<file path="config.mk">
export PLATFORM = sky130hd
export DESIGN_NAME = aq_calc_size_seq_flat
export DESIGN_NICKNAME = d
export VERILOG_FILES = /design/src/rtl/aq_calc_size_pkg.sv /design/src/rtl/aq_calc_size_seq_if.sv /design/src/rtl/aq_calc_size_step.sv /design/src/rtl/aq_calc_size_seq.sv /design/src/flat_wrapper.sv
export SDC_FILE = /design/constraint.sdc
export NUM_CORES = 1
export LEC_CHECK = 0
export CORE_UTILIZATION = 35
export DETAILED_ROUTE_END_ITERATION = 8
export GPL_TIMING_DRIVEN = 0
export PLACE_DENSITY = 0.59
export SYNTH_ARGS = -nofsm -noshare
export SYNTH_HDL_FRONTEND = slang
export SYNTH_SLANG_ARGS = --single-unit
</file>
<file path="constraint.sdc">
create_clock -name CLK -period 4.9 [get_ports CLK]
set_clock_uncertainty 0.2 [all_clocks]
set_input_delay 1.47 -clock CLK [delete_from_list [all_inputs] [get_ports CLK]]
set_output_delay 1.47 -clock CLK [all_outputs]
set_load 0.01 [all_outputs]
</file>
<file path="src/rtl/aq_calc_size_pkg.sv">
// Shared definitions for the size-conversion coefficient sequencer:
// the default field width and the two-state controller encoding.
package aq_calc_size_pkg;

  localparam int AQ_W = 16;

  typedef enum logic {
    IDLE = 1'b0,
    RUN  = 1'b1
  } state_e;

endpackage

</file>
<file path="src/rtl/aq_calc_size_seq_if.sv">
// Command and coefficient-record bundle between a line controller and the sequencer.
// The slave side is the sequencer; the master side issues START and consumes records.
interface aq_calc_size_seq_if
  import aq_calc_size_pkg::*;
#(
  parameter int W = AQ_W
);

  logic         START;
  logic [W-1:0] ORG;
  logic [W-1:0] CNV;
  logic         OUT_VALID;
  logic         OUT_READY;
  logic [W-1:0] MA;
  logic [W-1:0] MB;
  logic         CLOSE;
  logic         LAST;
  logic         BUSY;
  logic         DONE;
  logic         ERR;

  modport master (
    output START, ORG, CNV, OUT_READY,
    input  OUT_VALID, MA, MB, CLOSE, LAST, BUSY, DONE, ERR
  );

  modport slave (
    input  START, ORG, CNV, OUT_READY,
    output OUT_VALID, MA, MB, CLOSE, LAST, BUSY, DONE, ERR
  );

endinterface

</file>
<file path="src/rtl/aq_calc_size_step.sv">
// One step of the resampling weight walk: given the remainder r of the current
// source sample, produce the two bin weights and the remainder for the next sample.
module aq_calc_size_step
  import aq_calc_size_pkg::*;
#(
  parameter int W = AQ_W
) (
  input  logic [W-1:0] r,
  input  logic [W-1:0] cnv,
  input  logic [W-1:0] org,
  output logic [W-1:0] ma,
  output logic [W-1:0] mb,
  output logic         close,
  output logic [W-1:0] r_next
);

  // A bin spills over into the next one only when cnv exceeds what is left of r.
  always_comb begin
    ma     = cnv;
    mb     = '0;
    close  = 1'b0;
    r_next = r - cnv;
    if (cnv == r) begin
      close  = 1'b1;
      r_next = org;
    end else if (cnv > r) begin
      ma     = r;
      mb     = cnv - r;
      close  = 1'b1;
      r_next = org - (cnv - r);
    end
  end

endmodule

</file>
<file path="src/rtl/aq_calc_size_seq.sv">
// Emits one coefficient record per source sample of a line, with valid/ready
// back-pressure, a done pulse at end of line and a sticky configuration error.
module aq_calc_size_seq
  import aq_calc_size_pkg::*;
#(
  parameter int W = AQ_W
) (
  input  logic              CLK,
  input  logic              RST_N,
  aq_calc_size_seq_if.slave bus
);

  state_e       state;
  logic [W-1:0] org_q;
  logic [W-1:0] cnv_q;
  logic [W-1:0] r_q;
  logic [W-1:0] n_q;

  logic         cfg_ok;
  logic         hs;
  logic [W-1:0] s_r;
  logic [W-1:0] s_cnv;
  logic [W-1:0] s_org;
  logic [W-1:0] s_ma;
  logic [W-1:0] s_mb;
  logic         s_close;
  logic [W-1:0] s_r_next;

  assign cfg_ok = (bus.CNV != '0) && (bus.CNV <= bus.ORG);
  assign hs     = bus.OUT_VALID && bus.OUT_READY;

  // r_q holds the remainder for the record after the one on the outputs,
  // so a new START seeds the step directly from ORG instead.
  assign s_r   = bus.START ? bus.ORG : r_q;
  assign s_cnv = bus.START ? bus.CNV : cnv_q;
  assign s_org = bus.START ? bus.ORG : org_q;

  aq_calc_size_step #(.W(W)) u_step (
    .r      (s_r),
    .cnv    (s_cnv),
    .org    (s_org),
    .ma     (s_ma),
    .mb     (s_mb),
    .close  (s_close),
    .r_next (s_r_next)
  );

  // START wins over a simultaneous handshake, which is how a running line is aborted.
  always_ff @(posedge CLK or negedge RST_N) begin
    if (!RST_N) begin
      state         <= IDLE;
      org_q         <= '0;
      cnv_q         <= '0;
      r_q           <= '0;
      n_q           <= '0;
      bus.OUT_VALID <= 1'b0;
      bus.MA        <= '0;
      bus.MB        <= '0;
      bus.CLOSE     <= 1'b0;
      bus.LAST      <= 1'b0;
      bus.BUSY      <= 1'b0;
      bus.DONE      <= 1'b0;
      bus.ERR       <= 1'b0;
    end else begin
      bus.DONE <= 1'b0;
      if (bus.START) begin
        if (cfg_ok) begin
          state         <= RUN;
          org_q         <= bus.ORG;
          cnv_q         <= bus.CNV;
          n_q           <= '0;
          r_q           <= s_r_next;
          bus.MA        <= s_ma;
          bus.MB        <= s_mb;
          bus.CLOSE     <= s_close;
          bus.LAST      <= (bus.ORG == W'(1));
          bus.OUT_VALID <= 1'b1;
          bus.BUSY      <= 1'b1;
          bus.ERR       <= 1'b0;
        end else begin
          state         <= IDLE;
          bus.OUT_VALID <= 1'b0;
          bus.BUSY      <= 1'b0;
          bus.ERR       <= 1'b1;
        end
      end else if (state == RUN && hs) begin
        if (bus.LAST) begin
          state         <= IDLE;
          bus.OUT_VALID <= 1'b0;
          bus.BUSY      <= 1'b0;
          bus.DONE      <= 1'b1;
        end else begin
          n_q       <= n_q + W'(1);
          r_q       <= s_r_next;
          bus.MA    <= s_ma;
          bus.MB    <= s_mb;
          bus.CLOSE <= s_close;
          bus.LAST  <= (n_q + W'(2) == org_q);
        end
      end
    end
  end

endmodule

</file>
<file path="src/flat_wrapper.sv">
// flat-port wrapper written by rule: the top's interface ports become plain ports
module aq_calc_size_seq_flat import aq_calc_size_pkg::*;
#(
  parameter int W = AQ_W
)
  (CLK, RST_N, bus_START, bus_ORG, bus_CNV, bus_OUT_READY, bus_OUT_VALID, bus_MA, bus_MB, bus_CLOSE, bus_LAST, bus_BUSY, bus_DONE, bus_ERR);
  aq_calc_size_seq_if #(.W(W)) bus_i ();
  input  logic CLK;
  input  logic RST_N;
  input wire logic [$bits(bus_i.START)-1:0] bus_START;
  input wire logic [$bits(bus_i.ORG)-1:0] bus_ORG;
  input wire logic [$bits(bus_i.CNV)-1:0] bus_CNV;
  input wire logic [$bits(bus_i.OUT_READY)-1:0] bus_OUT_READY;
  output wire logic [$bits(bus_i.OUT_VALID)-1:0] bus_OUT_VALID;
  output wire logic [$bits(bus_i.MA)-1:0] bus_MA;
  output wire logic [$bits(bus_i.MB)-1:0] bus_MB;
  output wire logic [$bits(bus_i.CLOSE)-1:0] bus_CLOSE;
  output wire logic [$bits(bus_i.LAST)-1:0] bus_LAST;
  output wire logic [$bits(bus_i.BUSY)-1:0] bus_BUSY;
  output wire logic [$bits(bus_i.DONE)-1:0] bus_DONE;
  output wire logic [$bits(bus_i.ERR)-1:0] bus_ERR;
  assign bus_i.START = bus_START;
  assign bus_i.ORG = bus_ORG;
  assign bus_i.CNV = bus_CNV;
  assign bus_i.OUT_READY = bus_OUT_READY;
  assign bus_OUT_VALID = bus_i.OUT_VALID;
  assign bus_MA = bus_i.MA;
  assign bus_MB = bus_i.MB;
  assign bus_CLOSE = bus_i.CLOSE;
  assign bus_LAST = bus_i.LAST;
  assign bus_BUSY = bus_i.BUSY;
  assign bus_DONE = bus_i.DONE;
  assign bus_ERR = bus_i.ERR;
  aq_calc_size_seq #(.W(W)) u_core (.CLK(CLK), .RST_N(RST_N), .bus(bus_i));
endmodule
</file>
==> metrics, run 1 <==
Mapped Nets roughly 1,100; worst skew pair latency around 0.37 ns; Tcrit/Tclk final 111%; critical path class input port to register; HPWL after DPL 21,000 um; critical path's top delay family compound AO/OA/AOI/OAI gates; maxcap violations 0; slew of the pin with the lowest slew margin 1.00 ns; Inserted Diodes 0; row cnt 55; Hold Buf Count CTS 0; Layout Nets 1,247; Crit path largest cell delay 0.54 ns; gp weighted congestion a little over 0.9; final hold vios 0; CTS max path bufs 2; CP most frequent cell clkbuf_16; failing checks setup timing; post-synth cell types just under 80; Starting Density 35.9%; core area between 0.02 and 0.025 mm^2; Tmin final 5.46 ns; number of global-route vias before repair 7,551; vias 7,896; Post-Syn Area around 0.0081 mm^2; Detailed Route Iter0 Violations around 630; # IOs 74; relative slew slack 32.5%; Post-Synthesis Cells 997; Reg clk slew, reported paths 0.07 ns; dpl cells 1,355; crit path cell chain clkbuf_16, clkbuf_16, clkbuf_16, clkbuf_16, mux2i_4, ha_4, inv_2, fa_2, a211oi_4, o21ai_4, buf_4, xnor2_4, ha_4, nor3_2, nor2_2, o41ai_4, o311ai_4, a2111oi_4, or4_4, nand3_2, a32oi_1; Critical Path AT 5.47 ns; Max Slew Vio Count 0; Leakage approximately 5.1 nW; Crit. End Element register; final wirelength 28,500 um; P&R area growth vs syn 41.4%; number of setup violations in the final report 47; CTS Root Cell clkbuf_16; Wirelength per Cell 19.9 um; VDD IR max 0.257 mV; power density cells 601 mW/mm^2; HP Class register to register; H-tree depth 3; CTS Buf Count 9; share of layout cells above drive strength 1 25.3%; DR vias/cell 5.50; pin count of the biggest net entering global routing 67; YS warnings 0; flops & latches, synth 101; slowest CP cell or4_4; async set-reset flop share out of synthesis 100%; Buf/Inv on CP 6; grt ovf 0; fin cells 1,435; Startpoint Class input port; Mean Syn Cell Area 8.17 um^2; Die W approximately 150 um; Port Buffers around 70; DRT Pass-1 Iters 5; total track usage 23.9%; global-route wire length before repair around 43,000 um; final worst slack -0.563 ns; critical path required time 4.91 ns; outcome complete, but fails checks; Most used DFF post-synth dfrtp_1; Layout Utilization 50.7%; Max Fclk 183 MHz; DRT antenna net count 0; Sink Count 101; worst-path maximum fanout 5; sequential-to-total area share from yosys stat 31.0%; Post-synth EDFFs 0; die height approximately 150 um; initial antenna violation count 0; unrepaired setup endpoints after global routing true; drc violations 0; full die area 0.0239 mm^2; TritonCTS clock tree done; reg2reg setup slack 0.73 ns
[worst register-to-register path: cells and delay by family (launching register included)]
family / cells / cell delay (ns)
buffers and inverters: 2 / 0.22
AO/OA/AOI/OAI: 6 / 1.15
adder cells (fa/ha/maj): 3 / 0.89
flip-flops: 1 / 0.41
XOR/XNOR: 1 / 0.14
AND/OR/NAND/NOR: 4 / 0.81
multiplexers: 1 / 0.20
[final timing paths]
kind                                     to  cells after the start             start
setup reg to reg             u_core.r_q[14]                     17   u_core.cnv_q[0]
hold reg to reg            u_core.cnv_q[14]                      2  u_core.cnv_q[14]
hold / removal             u_core.cnv_q[14]                      2  u_core.cnv_q[14]
setup / recovery             u_core.r_q[14]                     21         bus_START
min in group asynchronous    u_core.n_q[14]                      1             RST_N
max in group asynchronous  u_core.bus.MB[2]                      2             RST_N
[per-layer routing]
metal,global-route usage (%),up-vias,share of wire (%)
met2,37.7,249,45
li1,-,3740,-
met1,33.9,3864,46
met5,0,-,0
met4,7.17,0,2.7
met3,3.25,43,6.3
[metrics by stage]
stage          hold slack (ns)  total power, W  TNS [ns]  setup WS, ns  instance area (um^2)
5_1_grt                  0.305         0.00734    -10.45        -0.724                 11500
4_1_cts                  0.285         0.00638    -13.96        -0.637                 11000
6_report                 0.285         0.00693     -6.46        -0.563                 11500
3_5_place_dp             0.262         0.00457    -50.85         -1.57                  9540
2_1_floorplan            0.242         0.00357     -6.97        -0.774                  8440
3_3_place_gp             0.258         0.00454   -251.33         -2.00                  9520
[state kept, by name, summed over array words and instances, names as in the netlist, 16 cells and up]
register	flops
u_core.bus.MA	16
u_core.bus.MB	16
u_core.cnv_q	16
u_core.n_q	16
u_core.org_q	16
u_core.r_q	16
[power by group]
part,total (W),internal (W),leakage (nW),switching [W]
combinational,0.00485,0.00236,3.72,0.00249
clock,0.000837,0.000470,0.163,0.000367
sequential,0.00124,0.00108,1.25,0.000157
total,0.00693,0.00391,5.14,0.00302
[area by class of cell]
class,instances,area [um^2]
plain buffers,48,412
clock buffers,11,243
clock inverters,5,88.8
fillers,2119,11200
inverters,87,327
multi-input cells,756,6170
flip-flops and latches,101,2530
well taps,285,357
repair buffers,142,1390
[Yosys cell counts (22+ instances only)]
library cell  instances  area, um^2
xor2_1               29         254
clkbuf_1             36         135
nand2_1             155         582
inv_1                87         327
nor2_1               71         267
xnor2_1              43         377
a21oi_1              51         255
ha_1                 63         788
mux2i_1              24         240
o21ai_1              22         110
o21ai_0              64         320
dfrtp_1             101        2530
[what timing repair did]
action | in CTS | in global routing
endpoints found under the hold margin | 0 | 0
pin swaps | 64 | 66
setup buffers | 47 | 19
gates cloned | 8 | 0
endpoints found under the setup margin | 58 | 72
resized for setup | 139 | 114
[cell usage in the layout (no fill, tap or decap), drive strengths merged, types with 4 or more instances in the layout]
master         Yosys  layout
inv               87      90
clkdlybuf4s50      0      67
o21a               8       8
xor2              29      29
a221oi             4       4
xnor2             43      43
a31oi              8       8
and2               8       8
nor2b             10      10
nor3              17      17
a21oi             53      53
clkbuf            36      50
nand2            156     156
nand4             12      12
mux2i             24      24
nor4               9       9
nand3             20      20
o211ai            13      13
o31ai             20      20
ha                63      63
o21ai             87      87
mux2               7       7
a211oi             6       6
nor2              71      71
dfrtp            101     101
a21o              13      13
nand2b             5       5
and3               9       9
buf               17      80
xnor3              5       5
or2                4       4
[cells by family (layout without fill, tap and decap cells)]
| family | Yosys count | count (layout) | share of synthesized area, % |
|---|---|---|---|
| AO/OA/AOI/OAI | 247 | 247 | 19.9 |
| buffers and inverters | 140 | 293 | 7.04 |
| AND/OR/NAND/NOR | 335 | 335 | 18.6 |
| XOR/XNOR | 77 | 77 | 9.14 |
| adder cells (fa/ha/maj) | 66 | 66 | 10.4 |
| multiplexers | 31 | 31 | 3.96 |
| flip-flops | 101 | 101 | 31.0 |
No activity file was read; power rests on OpenSTA's default activity.
==> run 2, diff against run 1 <==
--- a/config.mk
+++ b/config.mk
@@ -5,10 +5,10 @@
 export SDC_FILE = /design/constraint.sdc
 export NUM_CORES = 1
 export LEC_CHECK = 0
+export ABC_CLOCK_PERIOD_IN_PS = 4900
 export CORE_UTILIZATION = 35
 export DETAILED_ROUTE_END_ITERATION = 8
-export GPL_TIMING_DRIVEN = 0
-export PLACE_DENSITY = 0.59
+export PLACE_DENSITY = 0.5
 export SYNTH_ARGS = -nofsm -noshare
 export SYNTH_HDL_FRONTEND = slang
 export SYNTH_SLANG_ARGS = --single-unit
==> metrics, run 2 (same netlist as run 1, synthesis figures left out) <==
Wirelength per Cell ~18 um; vias between 8,000 and 9,000; P&R area growth vs syn 47.5%; Crit path largest cell delay 0.51 ns; RR Endpoint u_core.r_q[15]; slowest CP cell or4_1; GRT met2 Usage 42.3%; most frequent cells in the layout buf_4, nand2_1, dfrtp_1; Crit. End Element register; maxcap violations 0; CTS max path bufs 2; Buf/Inv on CP 3; Max Slew Vio Count 0; DRT antenna net count 0; relative slew slack roughly two fifths; die height between 150 and 200 um; reg2reg start u_core.cnv_q[0]; Sink Count approximately 100; H-tree depth 3; Critical Path AT approximately 5.0 ns; final hold vios 0; Hold Path Origin u_core.bus.MB[13]; VDD IR max 0.240 mV; Detailed Route Iter0 Violations around 500; Die W about 150 um; reg2reg setup slack roughly 0.81 ns; Max Fclk about 200 MHz; DRT Pass-1 Iters 5; dpl cells 1,524; Inserted Diodes 0; number of setup violations in the final report 4; fin cells approximately 1,600; Layout Nets 1,381; drc violations 0; Startpoint Class input port; Tmin final roughly 5 ns; core area approximately 0.023 mm^2; worst hold stages 2; critical path's top delay family compound AO/OA/AOI/OAI gates; met3 Usage GRT 3.61%; pin count of the biggest net entering global routing between 60 and 70; outcome complete, but fails checks; share of layout cells above drive strength 1 30.0%; Starting Density between 30% and 40%; full die area 0.0239 mm^2; worst skew pair latency approximately 0.36 ns; met1 Use GR between 30% and 40%; critical path required time 4.93 ns; CTS Root Cell clkbuf_16; final worst slack -0.114 ns; global-route wire length before repair 45,000 um; DR vias/cell 5.16; unrepaired setup endpoints after global routing true; TritonCTS clock tree done; Port Buffers 73; most common cell after layout, fill and taps aside buf_4; # IOs 74; total track usage 24.7%; critical path class input port to register; slew of the pin with the lowest slew margin slightly below 0.9 ns; Filler cells between 2,000 and 2,500; Leakage 5.70 nW; HPWL after DPL 22,000 um; busiest grt layer met2; CTS Buf Count 9; Reg clk slew, reported paths 0.08 ns; row cnt 55; gp weighted congestion 0.928; post-route cell area 0.0120 mm^2; total power roughly 0.0068 W; grt ovf 0; HP Class register to register; initial antenna violation count 0; failing checks setup timing; hold path endpoint u_core.bus.MB[13]; crit path cell chain buf_16, buf_6, mux2i_4, inv_2, ha_4, o31a_1, o21ai_1, nand2b_1, a21oi_1, o21ai_1, xnor2_1, ha_2, nor2_2, nor2_2, o41ai_4, o311ai_4, a2111oi_4, or4_1, nand3_1, a32oi_1; worst-path maximum fanout 7; Tcrit/Tclk final 102%; R2R cell count 17; number of global-route vias before repair ~8,200; Area after DPL 0.0109 mm^2; power density cells 565 mW/mm^2; final wirelength around 28,000 um; Layout Utilization 52.9%
## run 2: cell type report
type | count | area [um^2] | area share (%)
Inverter | 87 | 327 | 2.72
Tap cell | 285 | 357 | 2.97
Clock buffer | 10 | 239 | 1.99
Timing Repair Buffer | 324 | 2800 | 23.3
Multi-Input combinational cell | 756 | 5700 | 47.4
Clock inverter | 5 | 66.3 | 0.552
Sequential cell | 101 | 2530 | 21.0
## run 2: worst max-delay path by stage
stage	end	cells past startpoint	from	slack (ns)
after floorplan	u_core.r_q[15]	21	bus_START	-0.77
after global placement	u_core.r_q[15]	19	bus_START	-1.0
after detailed placement	u_core.r_q[15]	19	bus_START	-1.08
after CTS	u_core.r_q[15]	19	bus_START	-0.11
after global routing	u_core.r_q[14]	20	bus_START	-0.31
final	u_core.r_q[14]	20	bus_START	-0.11
## run 2: worst register-to-register path, delay by kind of cell (launching register included)
kind            cells  cell delay (ns)
fa+ha+maj           3             0.76
flops               1             0.43
compound gates      6             1.17
mux                 1             0.22
simple gates        5             0.96
buf+inv             1             0.04
xor+xnor            1             0.23
## run 2: routing by layer
metal,vias to the layer above,routed length [um]
met5,-,0
met3,33,1370
li1,4002,-
met1,3891,12900
met4,0,474
met2,166,13600
## run 2: timing repair
item                       CTS  global route
setup buffers               23             8
hold buffers                 0             0
pin swaps                   47            27
setup endpoints to repair   49             8
gates resized for setup    116            22
gates cloned                 1             0
## run 2: where the power goes
group / total (W) / internal [W] / switching (W)
Clock: 0.000780 / 0.000416 / 0.000364
Sequential: 0.00123 / 0.00108 / 0.000152
Combinational: 0.00478 / 0.00248 / 0.00230
Total: 0.00679 / 0.00397 / 0.00282
## run 2: metrics by stage
stage               TNS, ns  worst slack [ns]  hold WS, ns
floorplan             -6.97            -0.774        0.242
global placement     -28.11            -0.996        0.258
detailed placement   -31.16             -1.08        0.262
CTS                  -0.207            -0.112        0.282
global route          -1.11            -0.313        0.297
finish               -0.266            -0.114        0.279
==> run 3, diff against run 2 <==
--- a/config.mk
+++ b/config.mk
@@ -5,8 +5,9 @@
 export SDC_FILE = /design/constraint.sdc
 export NUM_CORES = 1
 export LEC_CHECK = 0
-export ABC_CLOCK_PERIOD_IN_PS = 4900
+export ABC_CLOCK_PERIOD_IN_PS = 6300
 export CORE_UTILIZATION = 35
+export CTS_BUF_LIST = sky130_fd_sc_hd__clkbuf_8
 export DETAILED_ROUTE_END_ITERATION = 8
 export PLACE_DENSITY = 0.5
 export SYNTH_ARGS = -nofsm -noshare
==> constraint.sdc (replaced) <==
create_clock -name CLK -period 6.3 [get_ports CLK]
set_clock_uncertainty 0.2 [all_clocks]
set_input_delay 1.89 -clock CLK [delete_from_list [all_inputs] [get_ports CLK]]
set_output_delay 1.89 -clock CLK [all_outputs]
set_load 0.01 [all_outputs]
==> metrics, run 3 (same netlist as run 1, synthesis figures left out) <==
worst skew pair latency 0.40 ns; sw frac 44.6%; Leakage about 4.8 nW; row cnt 55; Detailed Route Iter0 Violations between 400 and 500; top sig layer met4; outcome finished, final reports clean; CTS Buf Count 9; HP Class register to register; initial antenna violation count 0; global-route wire length before repair approximately 41,000 um; Gates resized, CTS repair 0; TritonCTS clock tree done; # IOs 74; fin cells 1,423; final worst slack between 0.3 and 0.4 ns; DRT antenna net count 0; CTS max path bufs 2; share of layout cells above drive strength 1 13.7%; DRT Pass-1 Iters 6; worst hold stages 2; hold path endpoint u_core.cnv_q[8]; pin count of the biggest net entering global routing 70; met3 wire len 1240 um; Tmin final 5.94 ns; power density cells 409 mW/mm^2; reg2reg setup slack 1.83 ns; Sw Pwr around 0.0018 W; Max Slew Vio Count 0; drc violations 0; Pint ~0.0023 W; Crit. End Element register; Port Buffers 73; Max Fclk between 150 and 200 MHz; HPWL after DPL 20,400 um; most common cell after layout, fill and taps aside nand2_1; Critical Path AT 6.01 ns; grt ovf 0; number of global-route vias before repair 7,225; relative slew slack between 30% and 40%; CTS Root Cell clkbuf_8; Flop pwr share between 20% and 30%; final wirelength 25,800 um; area of the multi-input gates 0.00507 mm^2; WL met2 between 10,000 and 15,000 um; Die W between 150 and 200 um; Clk pwr share 10.6%; Hold Buf Count CTS 0; Wirelength per Cell 18.1 um; critical path required time 6.37 ns; most frequent cells in the layout nand2_1, buf_4, dfrtp_1; Tcrit/Tclk final 94.2%; Reg area 0.00253 mm^2; H-tree depth 3; core area ~0.023 mm^2; DP Worst Slack -0.0577 ns; slew of the pin with the lowest slew margin 0.957 ns; Comb pwr share 66.2%; Hold Path Origin u_core.cnv_q[8]; # Post-CTS Setup Buffers 0; Reg clk slew, reported paths approximately 0.12 ns; Layout Nets between 1,000 and 1,500; P&R area growth vs syn 22.8%; M1 wire length 12,000 um; gp weighted congestion 0.897; unrepaired setup endpoints after global routing false; Starting Density around 36%; die height 155 um; Min Hold Slack 0.287 ns; Startpoint Class input port; dpl cells 1,407; worst-path maximum fanout 4; critical path class input port to register; number of setup violations in the final report 0; vias 7,335; total track usage 22.5%; Filler cells 2,353; Sink Count 101; reg2reg start u_core.r_q[1]; final hold vios 0; DR vias/cell 5.15; RR Endpoint u_core.r_q[14]; Inserted Diodes 0; VDD IR max 0.172 mV; R2R cell count 19; maxcap violations 0; full die area 0.0239 mm^2
-- run 3: critical path, cell delays in order --
cell	delay, ns
clkdlybuf4s50_1	0.52
nand2_1	0.07
o21ai_0	0.22
ha_1	0.34
nor2b_1	0.14
o31a_1	0.27
o21ai_0	0.16
nand2b_1	0.11
a21oi_1	0.16
o21ai_0	0.11
xnor2_1	0.23
ha_1	0.27
nor3_1	0.07
nor2_1	0.13
o41ai_2	0.10
o311ai_2	0.35
a2111oi_1	0.16
or4_1	0.51
nand3_1	0.09
a32oi_1	0.09
-- run 3: per-layer routing --
metal	vias up	track usage, %
li1	3710	-
met5	-	0
met4	0	5.70
met3	26	4.43
met1	3449	29.5
met2	150	38.0
-- run 3: layout make-up --
cell class / count / share of cell area, %
clock buffer: 9 / 1.24
clock inverter: 7 / 0.638
inverter: 87 / 3.26
multi-input combinational: 756 / 50.7
sequential: 101 / 25.3
tap: 285 / 3.56
timing repair buffer: 178 / 15.4
-- run 3: worst max-delay path by stage --
stage                           from              to  cells after the start
final                     bus_ORG[1]  u_core.r_q[14]                     20
after global routing      bus_ORG[1]  u_core.r_q[14]                     20
after CTS                 bus_ORG[1]  u_core.r_q[14]                     20
after detailed placement  bus_ORG[1]  u_core.r_q[14]                     20
after global placement    bus_ORG[1]  u_core.r_q[14]                     17
after floorplan            bus_START  u_core.r_q[15]                     21
-- run 3: metrics by stage --
stage / area [um^2] / util [%] / TNS, ns / total power [W]
6_report: 10000 / 44.0 / 0 / 0.00409
5_1_grt: 10000 / 44.0 / 0 / 0.00444
4_1_cts: 10000 / 44.0 / 0 / 0.00412
3_5_place_dp: 9820 / 43.2 / -0.0665 / 0.00367
3_3_place_gp: 9820 / 43.2 / 0 / 0.00366
2_1_floorplan: 8210 / - / 0 / 0.00265
-- run 3: power by group through the flow --
| stage | clock [W] | sequential [W] | combinational (W) |
|---|---|---|---|
| final | 0.000434 | 0.000948 | 0.00271 |
| after global placement | 0 | 0.000963 | 0.00269 |
| after CTS | 0.000452 | 0.000951 | 0.00272 |
| after detailed placement | 0 | 0.000963 | 0.00270 |
| after floorplan | 0 | 0.000987 | 0.00167 |
| after global routing | 0.000470 | 0.000973 | 0.00300 |
